<file path="src/rtl/prf_reclaim_unit_if.sv">
// Commit-side and freelist-side signal bundle for prf_reclaim_unit.
// The master modport is the environment (ROB commit plus freelist). The slave modport is the reclaim unit.
interface prf_reclaim_unit_if #(
    parameter int PRF_ADDR_WIDTH  = 5,
    parameter int BUF_DEPTH_WIDTH = 2
);
    logic                       commit_first_valid_i;
    logic                       commit_first_rd_en_i;
    logic [PRF_ADDR_WIDTH-1:0]  commit_first_old_prd_i;
    logic                       commit_second_valid_i;
    logic                       commit_second_rd_en_i;
    logic [PRF_ADDR_WIDTH-1:0]  commit_second_old_prd_i;
    logic                       commit_ready_o;
    logic                       fl_wr_stall_i;
    logic                       fl_wr_first_en_o;
    logic                       fl_wr_second_en_o;
    logic [PRF_ADDR_WIDTH-1:0]  fl_wdata_first_o;
    logic [PRF_ADDR_WIDTH-1:0]  fl_wdata_second_o;
    logic                       fl_rd_excep_first_en_o;
    logic                       fl_rd_excep_second_en_o;
    logic [BUF_DEPTH_WIDTH:0]   buf_num_o;
    logic                       buf_empty_o;

    // Handshake: a commit slot transfers on a clock edge when its valid and commit_ready_o are both high.
    // ready depends only on registered occupancy. The second slot is legal only together with the first.
    // The freelist write has no ready signal. It fires whenever an enable is high, and the stall input blocks it.
    modport master (
        output commit_first_valid_i, commit_first_rd_en_i, commit_first_old_prd_i,
        output commit_second_valid_i, commit_second_rd_en_i, commit_second_old_prd_i,
        output fl_wr_stall_i,
        input  commit_ready_o, fl_wr_first_en_o, fl_wr_second_en_o,
        input  fl_wdata_first_o, fl_wdata_second_o,
        input  fl_rd_excep_first_en_o, fl_rd_excep_second_en_o,
        input  buf_num_o, buf_empty_o
    );

    modport slave (
        input  commit_first_valid_i, commit_first_rd_en_i, commit_first_old_prd_i,
        input  commit_second_valid_i, commit_second_rd_en_i, commit_second_old_prd_i,
        input  fl_wr_stall_i,
        output commit_ready_o, fl_wr_first_en_o, fl_wr_second_en_o,
        output fl_wdata_first_o, fl_wdata_second_o,
        output fl_rd_excep_first_en_o, fl_rd_excep_second_en_o,
        output buf_num_o, buf_empty_o
    );
endinterface

</file>
<file path="src/rtl/prf_reclaim_unit.sv">
// Returns stale physical registers from retiring instructions to the freelist in program order.
// It also advances the freelist's committed allocation pointer.
module prf_reclaim_unit #(
    parameter int PRF_ADDR_WIDTH  = 5,
    parameter int BUF_DEPTH       = 4,
    parameter int BUF_DEPTH_WIDTH = 2
) (
    input  logic            clk,
    input  logic            rst_n,
    prf_reclaim_unit_if.slave port
);
    localparam logic [BUF_DEPTH_WIDTH:0] DEPTH = (BUF_DEPTH_WIDTH+1)'(BUF_DEPTH);
    localparam logic [BUF_DEPTH_WIDTH:0] TWO   = (BUF_DEPTH_WIDTH+1)'(2);

    logic [PRF_ADDR_WIDTH-1:0]  entry_q [BUF_DEPTH];
    logic [BUF_DEPTH_WIDTH-1:0] head_q, tail_q;
    logic [BUF_DEPTH_WIDTH:0]   num_q, num_next;
    logic                       excep_first_q, excep_second_q;

    logic ready;
    logic acc_first, acc_second;
    logic alloc_first, alloc_second;
    logic push_first, push_second;
    logic pop_first, pop_second;
    logic [1:0] push_cnt, pop_cnt;
    logic [BUF_DEPTH_WIDTH-1:0] second_slot, head_plus1;

    assign ready = (DEPTH - num_q) >= TWO;

    // A second slot without the first is ignored, so the younger slot is never accepted on its own.
    assign acc_first    = port.commit_first_valid_i & ready;
    assign acc_second   = acc_first & port.commit_second_valid_i;
    assign alloc_first  = acc_first  & port.commit_first_rd_en_i;
    assign alloc_second = acc_second & port.commit_second_rd_en_i;

    // p0 is hardwired and is never returned to the freelist.
    assign push_first  = alloc_first  & (port.commit_first_old_prd_i  != '0);
    assign push_second = alloc_second & (port.commit_second_old_prd_i != '0);
    assign push_cnt    = {push_first & push_second, push_first ^ push_second};

    assign pop_first  = ~port.fl_wr_stall_i & (num_q != '0);
    assign pop_second = ~port.fl_wr_stall_i & (num_q >= TWO);
    assign pop_cnt    = {pop_second, pop_first & ~pop_second};

    // When only the younger slot qualifies, it takes the tail slot. This keeps the buffer gap-free.
    assign second_slot = tail_q + BUF_DEPTH_WIDTH'(push_first);
    assign head_plus1  = head_q + BUF_DEPTH_WIDTH'(1);
    assign num_next    = num_q + (BUF_DEPTH_WIDTH+1)'(push_cnt) - (BUF_DEPTH_WIDTH+1)'(pop_cnt);

    always_ff @(posedge clk or negedge rst_n) begin
        if (!rst_n) begin
            head_q         <= '0;
            tail_q         <= '0;
            num_q          <= '0;
            excep_first_q  <= 1'b0;
            excep_second_q <= 1'b0;
        end else begin
            head_q         <= head_q + BUF_DEPTH_WIDTH'(pop_cnt);
            tail_q         <= tail_q + BUF_DEPTH_WIDTH'(push_cnt);
            num_q          <= num_next;
            excep_first_q  <= alloc_first | alloc_second;
            excep_second_q <= alloc_first & alloc_second;
        end
    end

    always_ff @(posedge clk or negedge rst_n) begin
        if (!rst_n) begin
            for (int i = 0; i < BUF_DEPTH; i++) entry_q[i] <= '0;
        end else begin
            if (push_first)
                entry_q[tail_q] <= port.commit_first_old_prd_i;
            if (push_second)
                entry_q[second_slot] <= port.commit_second_old_prd_i;
        end
    end

    assign port.commit_ready_o          = ready;
    assign port.fl_wr_first_en_o        = pop_first;
    assign port.fl_wr_second_en_o       = pop_second;
    assign port.fl_wdata_first_o        = pop_first  ? entry_q[head_q]     : '0;
    assign port.fl_wdata_second_o       = pop_second ? entry_q[head_plus1] : '0;
    assign port.fl_rd_excep_first_en_o  = excep_first_q;
    assign port.fl_rd_excep_second_en_o = excep_second_q;
    assign port.buf_num_o               = num_q;
    assign port.buf_empty_o             = (num_q == '0);
endmodule
</file>
<file path="src/flat_wrapper.sv">
// flat-port wrapper written by rule: the top's interface ports become plain ports
module prf_reclaim_unit_flat 
#(
    parameter int PRF_ADDR_WIDTH  = 5,
    parameter int BUF_DEPTH       = 4,
    parameter int BUF_DEPTH_WIDTH = 2
)
  (clk, rst_n, port_commit_first_valid_i, port_commit_first_rd_en_i, port_commit_first_old_prd_i, port_commit_second_valid_i, port_commit_second_rd_en_i, port_commit_second_old_prd_i, port_fl_wr_stall_i, port_commit_ready_o, port_fl_wr_first_en_o, port_fl_wr_second_en_o, port_fl_wdata_first_o, port_fl_wdata_second_o, port_fl_rd_excep_first_en_o, port_fl_rd_excep_second_en_o, port_buf_num_o, port_buf_empty_o);
  prf_reclaim_unit_if #(.PRF_ADDR_WIDTH(PRF_ADDR_WIDTH), .BUF_DEPTH_WIDTH(BUF_DEPTH_WIDTH)) port_i ();
  input  logic clk;
  input  logic rst_n;
  input wire logic [$bits(port_i.commit_first_valid_i)-1:0] port_commit_first_valid_i;
  input wire logic [$bits(port_i.commit_first_rd_en_i)-1:0] port_commit_first_rd_en_i;
  input wire logic [$bits(port_i.commit_first_old_prd_i)-1:0] port_commit_first_old_prd_i;
  input wire logic [$bits(port_i.commit_second_valid_i)-1:0] port_commit_second_valid_i;
  input wire logic [$bits(port_i.commit_second_rd_en_i)-1:0] port_commit_second_rd_en_i;
  input wire logic [$bits(port_i.commit_second_old_prd_i)-1:0] port_commit_second_old_prd_i;
  input wire logic [$bits(port_i.fl_wr_stall_i)-1:0] port_fl_wr_stall_i;
  output wire logic [$bits(port_i.commit_ready_o)-1:0] port_commit_ready_o;
  output wire logic [$bits(port_i.fl_wr_first_en_o)-1:0] port_fl_wr_first_en_o;
  output wire logic [$bits(port_i.fl_wr_second_en_o)-1:0] port_fl_wr_second_en_o;
  output wire logic [$bits(port_i.fl_wdata_first_o)-1:0] port_fl_wdata_first_o;
  output wire logic [$bits(port_i.fl_wdata_second_o)-1:0] port_fl_wdata_second_o;
  output wire logic [$bits(port_i.fl_rd_excep_first_en_o)-1:0] port_fl_rd_excep_first_en_o;
  output wire logic [$bits(port_i.fl_rd_excep_second_en_o)-1:0] port_fl_rd_excep_second_en_o;
  output wire logic [$bits(port_i.buf_num_o)-1:0] port_buf_num_o;
  output wire logic [$bits(port_i.buf_empty_o)-1:0] port_buf_empty_o;
  assign port_i.commit_first_valid_i = port_commit_first_valid_i;
  assign port_i.commit_first_rd_en_i = port_commit_first_rd_en_i;
  assign port_i.commit_first_old_prd_i = port_commit_first_old_prd_i;
  assign port_i.commit_second_valid_i = port_commit_second_valid_i;
  assign port_i.commit_second_rd_en_i = port_commit_second_rd_en_i;
  assign port_i.commit_second_old_prd_i = port_commit_second_old_prd_i;
  assign port_i.fl_wr_stall_i = port_fl_wr_stall_i;
  assign port_commit_ready_o = port_i.commit_ready_o;
  assign port_fl_wr_first_en_o = port_i.fl_wr_first_en_o;
  assign port_fl_wr_second_en_o = port_i.fl_wr_second_en_o;
  assign port_fl_wdata_first_o = port_i.fl_wdata_first_o;
  assign port_fl_wdata_second_o = port_i.fl_wdata_second_o;
  assign port_fl_rd_excep_first_en_o = port_i.fl_rd_excep_first_en_o;
  assign port_fl_rd_excep_second_en_o = port_i.fl_rd_excep_second_en_o;
  assign port_buf_num_o = port_i.buf_num_o;
  assign port_buf_empty_o = port_i.buf_empty_o;
  prf_reclaim_unit #(.PRF_ADDR_WIDTH(PRF_ADDR_WIDTH), .BUF_DEPTH(BUF_DEPTH), .BUF_DEPTH_WIDTH(BUF_DEPTH_WIDTH)) u_core (.clk(clk), .rst_n(rst_n), .port(port_i));
endmodule
</file>
<file path="config.mk">
export PLATFORM = sky130hd
export DESIGN_NAME = prf_reclaim_unit_flat
export DESIGN_NICKNAME = d
export VERILOG_FILES = /design/src/rtl/prf_reclaim_unit_if.sv /design/src/rtl/prf_reclaim_unit.sv /design/src/flat_wrapper.sv
export SDC_FILE = /design/constraint.sdc
export NUM_CORES = 1
export LEC_CHECK = 0
export CELL_PAD_IN_SITES_DETAIL_PLACEMENT = 1
export CELL_PAD_IN_SITES_GLOBAL_PLACEMENT = 2
export CORE_MARGIN = 1
export CORE_UTILIZATION = 36
export DETAILED_ROUTE_END_ITERATION = 8
export PLACE_DENSITY_LB_ADDON = 0.05
export SLEW_MARGIN = 20
export SYNTH_ARGS = -nofsm -noshare
export SYNTH_HDL_FRONTEND = slang
export SYNTH_SLANG_ARGS = --single-unit
</file>
<file path="constraint.sdc">
create_clock -name clk -period 8.7 [get_ports clk]
set_input_delay 1.74 -clock clk [delete_from_list [all_inputs] [get_ports clk]]
set_output_delay 1.74 -clock clk [all_outputs]
set_load 0.03 [all_outputs]
</file>
==> results.ini, run 1 <==
[sta]
maxSlewViolCount=0
finalClockSkew_ns=0.00438
clock.fmax_ghz=0.193
setup_violations=0
finalHoldViolCount=0
fin_tns_setup_ns=0
relSlewSlack_pct=58.0
post-route-period-util_pct=59.7
worst_pin_slew_ns=0.625
rsz0062_at_grt=false
layout_min_cycle_time_ns=5.19

[worst_setup_path]
cp_common_cell=clkdlybuf4s50_1
endpoint_kind=output pin
crit_path_start_kind=primary input
worstPathCellList=clkdlybuf4s50_1, nor2_1, and2_1, clkdlybuf4s50_1
worst_ep_required_time_ns=6.96
max_stage_delay_ns=0.68
cp_slowest_cell=clkdlybuf4s50_1
critPathKind=in -> out
startpoint=port_fl_wr_stall_i
cp.arrival_ns=3.45
crit_path_max_fanout=7
r2r_start=u_core.port.buf_num_o[1]

[finish]
nNetsFinal=248
diodes=0
multiInputGateArea_um2=1140
synthToLayoutAreaGrowth_pct=26.0
final_cell_mix=clkdlybuf4s50_1, dfrtp_1, nand2_1
drive_above_1_share_pct=14.0
fill_cells=603
regArea_um2=726
layout_commonest_cell=clkdlybuf4s50_1
design_area_um2=2430

[worst_hold_path]
hold_start=u_core.port.buf_num_o[2]
min_path_type=reg -> reg

[routing]
wl_mm=5.13
num_vias=1575
drc=0
drtPass1Iterations=4
viasPerCell=5.41
wl_per_cell_um=17.6
drtIter0Drc=78
ant_nets=0

[floorplan]
design.die.area_um2=5650
dieHeight_um=75.1
ioPinCount=36
rows=26
start_util_pct=37.5
fp.dieW_um=75.1
coreArea_um2=5140

[synth]
yosysUniqueCellTypes=32
syn_area_um2=1930
yosysSeqAreaShare_pct=37.7
ys_ff_latch=29
avgSynthCellArea_um2=10.6
yosysWarningCount=0
syn_nets=209
syn-instance-count=181

[pwr]
pwr-share-seq_pct=30.8
combPwrFrac_pct=57.8
p_clk_share_pct=11.5
internal_power_uw=525
p_leak_nw=0.999
power_density_nw_per_um2=384
p_sw_uw=407
ir_worst_vdd_mv=0.149
switching_share_pct=43.7

[global_routing]
overflow=0
grtUsageTotal_pct=21.0
antenna_found_initial=0
grt_pass1_wl_mm=8.45
grt_pass1_vias=1609
grt_max_degree=30

[flow_run]
max-cap-violations=0

[cts]
post_cts_resized=0
cts-root-buf=clkbuf_8
clk_path_buf_depth=2
path_clk_slew_ns=0.06
holdBufCountCts=0
cts_tree=done
cts-buffers-inserted=5
clk_latency_ns=0.28
htreeDepth=2
post_cts_buffers=0
cts.sinks=29

[placement]
place_congestion=0.816
dp_hpwl_mm=3.92
io_buffer_count=35
placed_area_um2=2350

[run_status]
status=completed

-- worst max-delay path, delay by kind of cell --
kind / cells / cell delay (ns)
buffers and inverters: 2 / 1.09
and+or+nand+nor: 2 / 0.61
-- sequential cells by signal, indices dropped and copies added, names as in the netlist --
| register | count |
|---|---|
| u_core.entry_q | 20 |
| u_core.head_q | 2 |
| u_core.port.buf_num_o | 3 |
| u_core.port.fl_rd_excep_first_en_o | 1 |
| u_core.port.fl_rd_excep_second_en_o | 1 |
| u_core.tail_q | 2 |
-- per-stage QoR --
stage,setup WS (ns),util (%),std cells,total power [mW],hold slack [ns]
4_1_cts,3.49,47.2,291,0.944,0.556
5_1_grt,3.45,47.2,291,1.00,0.567
3_5_place_dp,3.49,45.6,283,0.834,0.548
6_report,3.51,47.2,291,0.932,0.544
3_3_place_gp,3.56,45.6,283,0.804,0.506
2_1_floorplan,4.28,-,181,0.666,0.473
-- path summary, 6_finish.rpt --
| kind | end | depth (start not counted) | slack (ns) |
|---|---|---|---|
| setup / recovery | port_fl_wdata_first_o[1] | 4 | 3.51 |
| setup reg to reg | u_core.port.buf_num_o[2] | 13 | 5.15 |
| min in group asynchronous | u_core.port.buf_num_o[2] | 2 | 1.86 |
| hold / removal | u_core.port.buf_num_o[2] | 1 | 0.54 |
| max in group asynchronous | u_core.head_q[0] | 2 | 6.55 |
| hold reg to reg | u_core.port.buf_num_o[2] | 1 | 0.54 |
-- kinds of logic (layout without fill, tap and decap cells) --
group           count (synthesis)  in the layout  share of synthesized area, %
compound gates                 32             32                          10.1
xor+xnor                        8              8                          3.64
fa+ha+maj                      11             11                          7.93
buf+inv                        13             53                          3.05
flops                          29             29                          37.7
mux                            13             13                          13.3
simple gates                   75             75                          24.3
-- power groups by stage --
| stage | sequential, mW | combinational (mW) | clock [mW] |
|---|---|---|---|
| after CTS | 0.287 | 0.547 | 0.110 |
| after global routing | 0.299 | 0.588 | 0.115 |
| after floorplan | 0.259 | 0.406 | 0 |
| after detailed placement | 0.289 | 0.545 | 0 |
| final | 0.287 | 0.538 | 0.107 |
| after global placement | 0.282 | 0.522 | 0 |
-- layer usage --
metal  share of wire, %  wire length (µm)  vias up  track usage (%)
met2                 53              2700       46             37.4
met3                4.6               237        6             4.55
met4                1.1                56        0             5.56
li1                   -                 -      725                -
met1                 41              2130      798             25.9
met5                  0                 0        -                0
-- synthesized netlist by cell type, drive strengths merged --
cell type | n | share of area [%]
or2 | 1 | 0.33
nor4 | 3 | 3.3
a22oi | 11 | 4.3
fa | 2 | 2.1
and2 | 7 | 2.3
nand3 | 2 | 0.52
ha | 9 | 5.8
xnor2 | 6 | 2.7
nor3b | 1 | 0.97
nor2b | 5 | 1.6
mux4 | 10 | 12
and3 | 1 | 0.58
nand2 | 29 | 5.8
o21ai | 10 | 2.6
nand2b | 1 | 0.45
dfrtp | 29 | 38
a21oi | 5 | 1.3
nor2 | 17 | 3.6
nor3 | 3 | 0.78
inv | 9 | 1.8
mux2i | 3 | 1.6
a31oi | 6 | 1.9
clkbuf | 1 | 0.19
buf | 3 | 1.1
nor4b | 2 | 2.5
nand4 | 3 | 1.6
xor2 | 2 | 0.91
-- layout make-up --
type                    count  area share (%)
clock buffers               8            3.30
inverters                   9            1.39
multi-input cells         139            47.0
flip-flops and latches     29            29.9
well taps                  70            3.61
repair buffers             36            14.7
No activity file was read; power rests on OpenSTA's default activity.
==> run 2: changes to the inputs <==
--- a/config.mk
+++ b/config.mk
@@ -8,7 +8,7 @@
 export CELL_PAD_IN_SITES_DETAIL_PLACEMENT = 1
 export CELL_PAD_IN_SITES_GLOBAL_PLACEMENT = 2
 export CORE_MARGIN = 1
-export CORE_UTILIZATION = 36
+export CORE_UTILIZATION = 30
 export DETAILED_ROUTE_END_ITERATION = 8
 export PLACE_DENSITY_LB_ADDON = 0.05
 export SLEW_MARGIN = 20
==> constraint.sdc (replaced) <==
create_clock -name clk -period 4.3 [get_ports clk]
set_input_delay 0.86 -clock clk [delete_from_list [all_inputs] [get_ports clk]]
set_output_delay 0.86 -clock clk [all_outputs]
set_load 0.03 [all_outputs]
==> run 2 against run 1 <==
Non-clock buffer count did not move. Final cell count increased by 1.4%. Via count decreased by 1.7%. Highest routed layer unchanged.
==> results.ini, run 2 (synthesized netlist as in run 1, its figures left out) <==
[run_status]
status=completed

[cts]
cts-buffers-inserted=5
clk_latency_ns=0.28
post_cts_resized=0
htreeDepth=2
path_clk_slew_ns=0.06
cts.sinks=29
cts-root-buf=clkbuf_8
post_cts_buffers=0
holdBufCountCts=0
clk_path_buf_depth=2
cts_tree=done

[floorplan]
ioPinCount=36
coreArea_um2=6060
start_util_pct=31.8
design.die.area_um2=6740
rows=28
dieHeight_um=82.1
fp.dieW_um=82.1

[finish]
largest_reg_flops=20
layout_commonest_cell=clkdlybuf4s50_1
final_util_pct=40.2
top_register=u_core.entry_q
synthToLayoutAreaGrowth_pct=26.6
diodes=0
design_area_um2=2440
nNetsFinal=248
final_cell_mix=clkdlybuf4s50_1, dfrtp_1, nand2_1
fill_cells=687
drive_above_1_share_pct=14.5

[routing]
viasPerCell=5.25
wl_mm=5.54
wl_per_cell_um=18.8
drtIter0Drc=92
drtPass1Iterations=4
num_vias=1549
drc=0
ant_nets=0

[pwr]
power_mw=1.89
p_leak_nw=1.00
power_density_nw_per_um2=777
ir_worst_vdd_mv=0.317

[sta]
maxSlewViolCount=0
relSlewSlack_pct=52.8
setup_violations=0
clock.fmax_ghz=0.288
finalHoldViolCount=0
finalClockSkew_ns=0.00366
rsz0062_at_grt=false
post-route-period-util_pct=80.7
fin_tns_setup_ns=0
worst_pin_slew_ns=0.702
layout_min_cycle_time_ns=3.47

[global_routing]
grt_pass1_wl_mm=8.89
antenna_found_initial=0
overflow=0
grtUsageTotal_pct=18.7
grt_max_degree=30
grt_pass1_vias=1587

[flow_run]
max-cap-violations=0

[worst_hold_path]
min_path_type=reg -> reg

[worst_setup_path]
worstPathCellList=inv_1, ha_1, ha_1, nor3b_4, inv_2, nand3_1, a21oi_1, ha_1, fa_1, inv_1, fa_1, xnor2_1, xnor2_1
endpoint_kind=flip-flop
cp_slowest_cell=nor3b_4
crit_path_start_kind=flip-flop
cp_common_cell=ha_1
max_stage_delay_ns=0.51
path_buf_inv=3
crit_path_max_fanout=6
critical_path.top_delay_family=adder cells
critPathKind=reg -> reg
cp.arrival_ns=3.67
worst_ep_required_time_ns=4.50

[placement]
io_buffer_count=35
dp_hpwl_mm=4.26
placed_area_um2=2350
place_congestion=0.796

==> run 2: changes by cell type in the layout (fill, tap and decap cells not counted), sizes merged <==
cell,previous run,this run
clkbuf,8,7
==> run 2: path summary, 6_finish.rpt <==
kind	start	to	slack, ns	cells after the start
worst max-delay path	u_core.port.buf_num_o[1]	u_core.port.buf_num_o[2]	0.83	13
worst min-delay path	u_core.port.buf_num_o[2]	u_core.port.buf_num_o[2]	0.55	1
worst max register to register	u_core.port.buf_num_o[1]	u_core.port.buf_num_o[2]	0.83	13
worst min register to register	u_core.port.buf_num_o[2]	u_core.port.buf_num_o[2]	0.55	1
max in group asynchronous	rst_n	u_core.entry_q[12]	3.03	2
min in group asynchronous	rst_n	u_core.head_q[1]	0.98	2
==> run 2: worst reg2reg max path: stages (launching register included) <==
cell	delay, ns
dfrtp_1	0.45
inv_1	0.07
ha_1	0.18
ha_1	0.27
nor3b_4	0.51
inv_2	0.11
nand3_1	0.16
a21oi_1	0.09
ha_1	0.26
fa_1	0.49
inv_1	0.05
fa_1	0.43
xnor2_1	0.17
xnor2_1	0.14
==> run 2: routing by layer <==
| layer | global-route usage, % | wire, µm | vias up |
|---|---|---|---|
| li1 | - | - | 726 |
| met1 | 24.2 | 2550 | 781 |
| met2 | 31.7 | 2770 | 35 |
| met3 | 3.63 | 151 | 7 |
| met4 | 5.44 | 76 | 0 |
| met5 | 0 | 0 | - |
==> run 2: power by group <==
part	switching, mW	total [mW]	internal [mW]
sequential	0.175	0.580	0.406
clock	0.0993	0.226	0.127
combinational	0.547	1.09	0.542
==> run 2: per-stage QoR <==
stage / hold slack (ns) / setup WS (ns) / cells
4_1_cts: 0.568 / 0.765 / 295
5_1_grt: 0.588 / 0.652 / 295
2_1_floorplan: 0.473 / 0.781 / 181
3_3_place_gp: 0.517 / 0.738 / 288
6_report: 0.552 / 0.830 / 295
3_5_place_dp: 0.555 / 0.665 / 288
==> run 2: area by class of cell <==
| cell class | count | area, µm² | share of cell area (%) |
|---|---|---|---|
| flip-flops and latches | 29 | 726 | 29.8 |
| well taps | 75 | 93.8 | 3.85 |
| repair buffers | 36 | 358 | 14.7 |
| clock buffers | 7 | 86.3 | 3.54 |
| inverters | 9 | 33.8 | 1.39 |
| multi-input cells | 139 | 1140 | 46.8 |
==> run 3: changes to the inputs <==
==> constraint.sdc (replaced) <==
create_clock -name clk -period 2.91 [get_ports clk]
set_input_delay 0.582 -clock clk [delete_from_list [all_inputs] [get_ports clk]]
set_output_delay 0.582 -clock clk [all_outputs]
set_load 0.03 [all_outputs]
==> run 3 against run 2 <==
Sequential power up 44%. Worst hold slack worse by 0.026 ns. Design area up 11%. Clock-buffer cell count up 1. Clock power up 55%. Flip-flop and latch count unchanged. Non-clock buffer count up 27. Final cell count up 9.5%. Clock skew about the same. Global-route usage up 1.1 points. Critical endpoint unchanged. Largest cell class unchanged. Highest routed layer unchanged.
==> results.ini, run 3 (synthesized netlist as in run 1, its figures left out) <==
[finish]
synthToLayoutAreaGrowth_pct=41.2
largest_reg_flops=20
diodes=0
layout_commonest_cell=buf_4
final_cell_mix=buf_4, clkdlybuf4s50_1, nand2_1
top_register=u_core.entry_q
fill_cells=683
final_util_pct=44.9
nNetsFinal=275
drive_above_1_share_pct=30.6
design_area_um2=2720
instances_no_fill=323

[global_routing]
overflow=0
grt_pass1_wl_mm=9.54
antenna_found_initial=0
grtUsageTotal_pct=19.8
grt_max_degree=30
grt_pass1_vias=1803

[floorplan]
design.die.area_um2=6740
coreArea_um2=6060
fp.dieW_um=82.1
rows=28
dieHeight_um=82.1
ioPinCount=36
start_util_pct=31.8

[worst_setup_path]
crit_path_max_fanout=3
critPathKind=in -> reg
worst_ep_required_time_ns=3.08
r2r_slack_ns=0.10
cp.arrival_ns=2.99
endpoint_kind=flip-flop
crit_path_start_kind=primary input
rr_worst_depth=13

[sta]
worst_hold_slack_ns=0.526
finalClockSkew_ns=0.00406
rsz0062_at_grt=true
setup_violations=0
layout_min_cycle_time_ns=2.82
post-route-period-util_pct=96.8
maxSlewViolCount=0
clock.fmax_ghz=0.355
worst_pin_slew_ns=0.454
relSlewSlack_pct=69.8
fin_tns_setup_ns=0
finalWorstSetupSlack_ns=0.0921
finalHoldViolCount=0

[pwr]
ir_worst_vdd_mv=0.480
p_leak_nw=1.18
power_mw=3.04
power_density_nw_per_um2=1120

[routing]
wl_per_cell_um=18.0
wl_met3_um=159
num_vias=1696
viasPerCell=5.25
wl_met2_mm=2.94
drtIter0Drc=77
wl_mm=5.81
drc=0
drtPass1Iterations=4
ant_nets=0
wl_met1_mm=2.63
top_layer=met4

[placement]
dp_hpwl_mm=4.49
place_congestion=0.784
placed_area_um2=2560
place_inst=313
io_buffer_count=35
preCtsSetupSlack_ns=-0.311

[worst_hold_path]
holdPathStages=1
min_path_type=reg -> reg

[cts]
cts-buffers-inserted=5
htreeDepth=2
clk_latency_ns=0.28
path_clk_slew_ns=0.07
cts.sinks=29
cts-root-buf=clkbuf_8
cts_tree=done
clk_path_buf_depth=2

[flow_run]
max-cap-violations=0

[run_status]
status=completed

[run 3: changes by cell type in the layout (fill, tap and decap cells not counted), moves of 2 or more]
cell,previous run,this run
dfrtp_1,29,27
dlymetal6s2s_1,0,2
inv_1,8,5
buf_4,1,31
clkdlybuf4s50_1,35,30
dfrtp_2,0,2
inv_4,0,2
ha_4,0,2
ha_1,9,6
[run 3: report_power, final]
group	internal [mW]	switching, mW
Sequential	0.603	0.234
Clock	0.193	0.159
Combinational	0.947	0.906
Total	1.74	1.30
[run 3: worst max-delay path, stage by stage]
cell and delay, ns:
clkdlybuf4s50_1 0.44, nor3_1 0.28, and2_4 0.23, nor2_1 0.06, ha_2 0.19, fa_1 0.49, inv_2 0.04, fa_2 0.40
xnor2_2 0.15, xnor2_1 0.12
[run 3: final timing paths]
| check | start | end |
|---|---|---|
| worst max-delay path | port_commit_second_old_prd_i[0] | u_core.port.buf_num_o[2] |
| worst min-delay path | u_core.port.buf_num_o[2] | u_core.port.buf_num_o[2] |
| worst max register to register | u_core.port.buf_num_o[0] | u_core.port.buf_num_o[2] |
| worst min register to register | u_core.port.buf_num_o[2] | u_core.port.buf_num_o[2] |
| max in group asynchronous | rst_n | u_core.port.buf_num_o[0] |
| min in group asynchronous | rst_n | u_core.head_q[1] |
[run 3: area by class of cell]
class	count	area (µm²)	share of cell area [%]
clock buffer	8	90.1	3.31
tap	75	93.8	3.45
sequential	29	728	26.8
timing repair buffer	63	558	20.5
multi-input combinational	139	1210	44.5
inverter	9	38.8	1.43
[run 3: timing repair]
item,CTS,global route
resized for setup,1,11
buffers inserted,0,2
endpoints found under the setup margin,1,9
pin swaps,0,3
hold buffers,0,0
[run 3: metal layers]
layer	vias to the layer above	track usage [%]
met3	9	3.30
met1	874	26.0
li1	783	-
met4	0	5.44
met2	30	33.5
met5	-	0
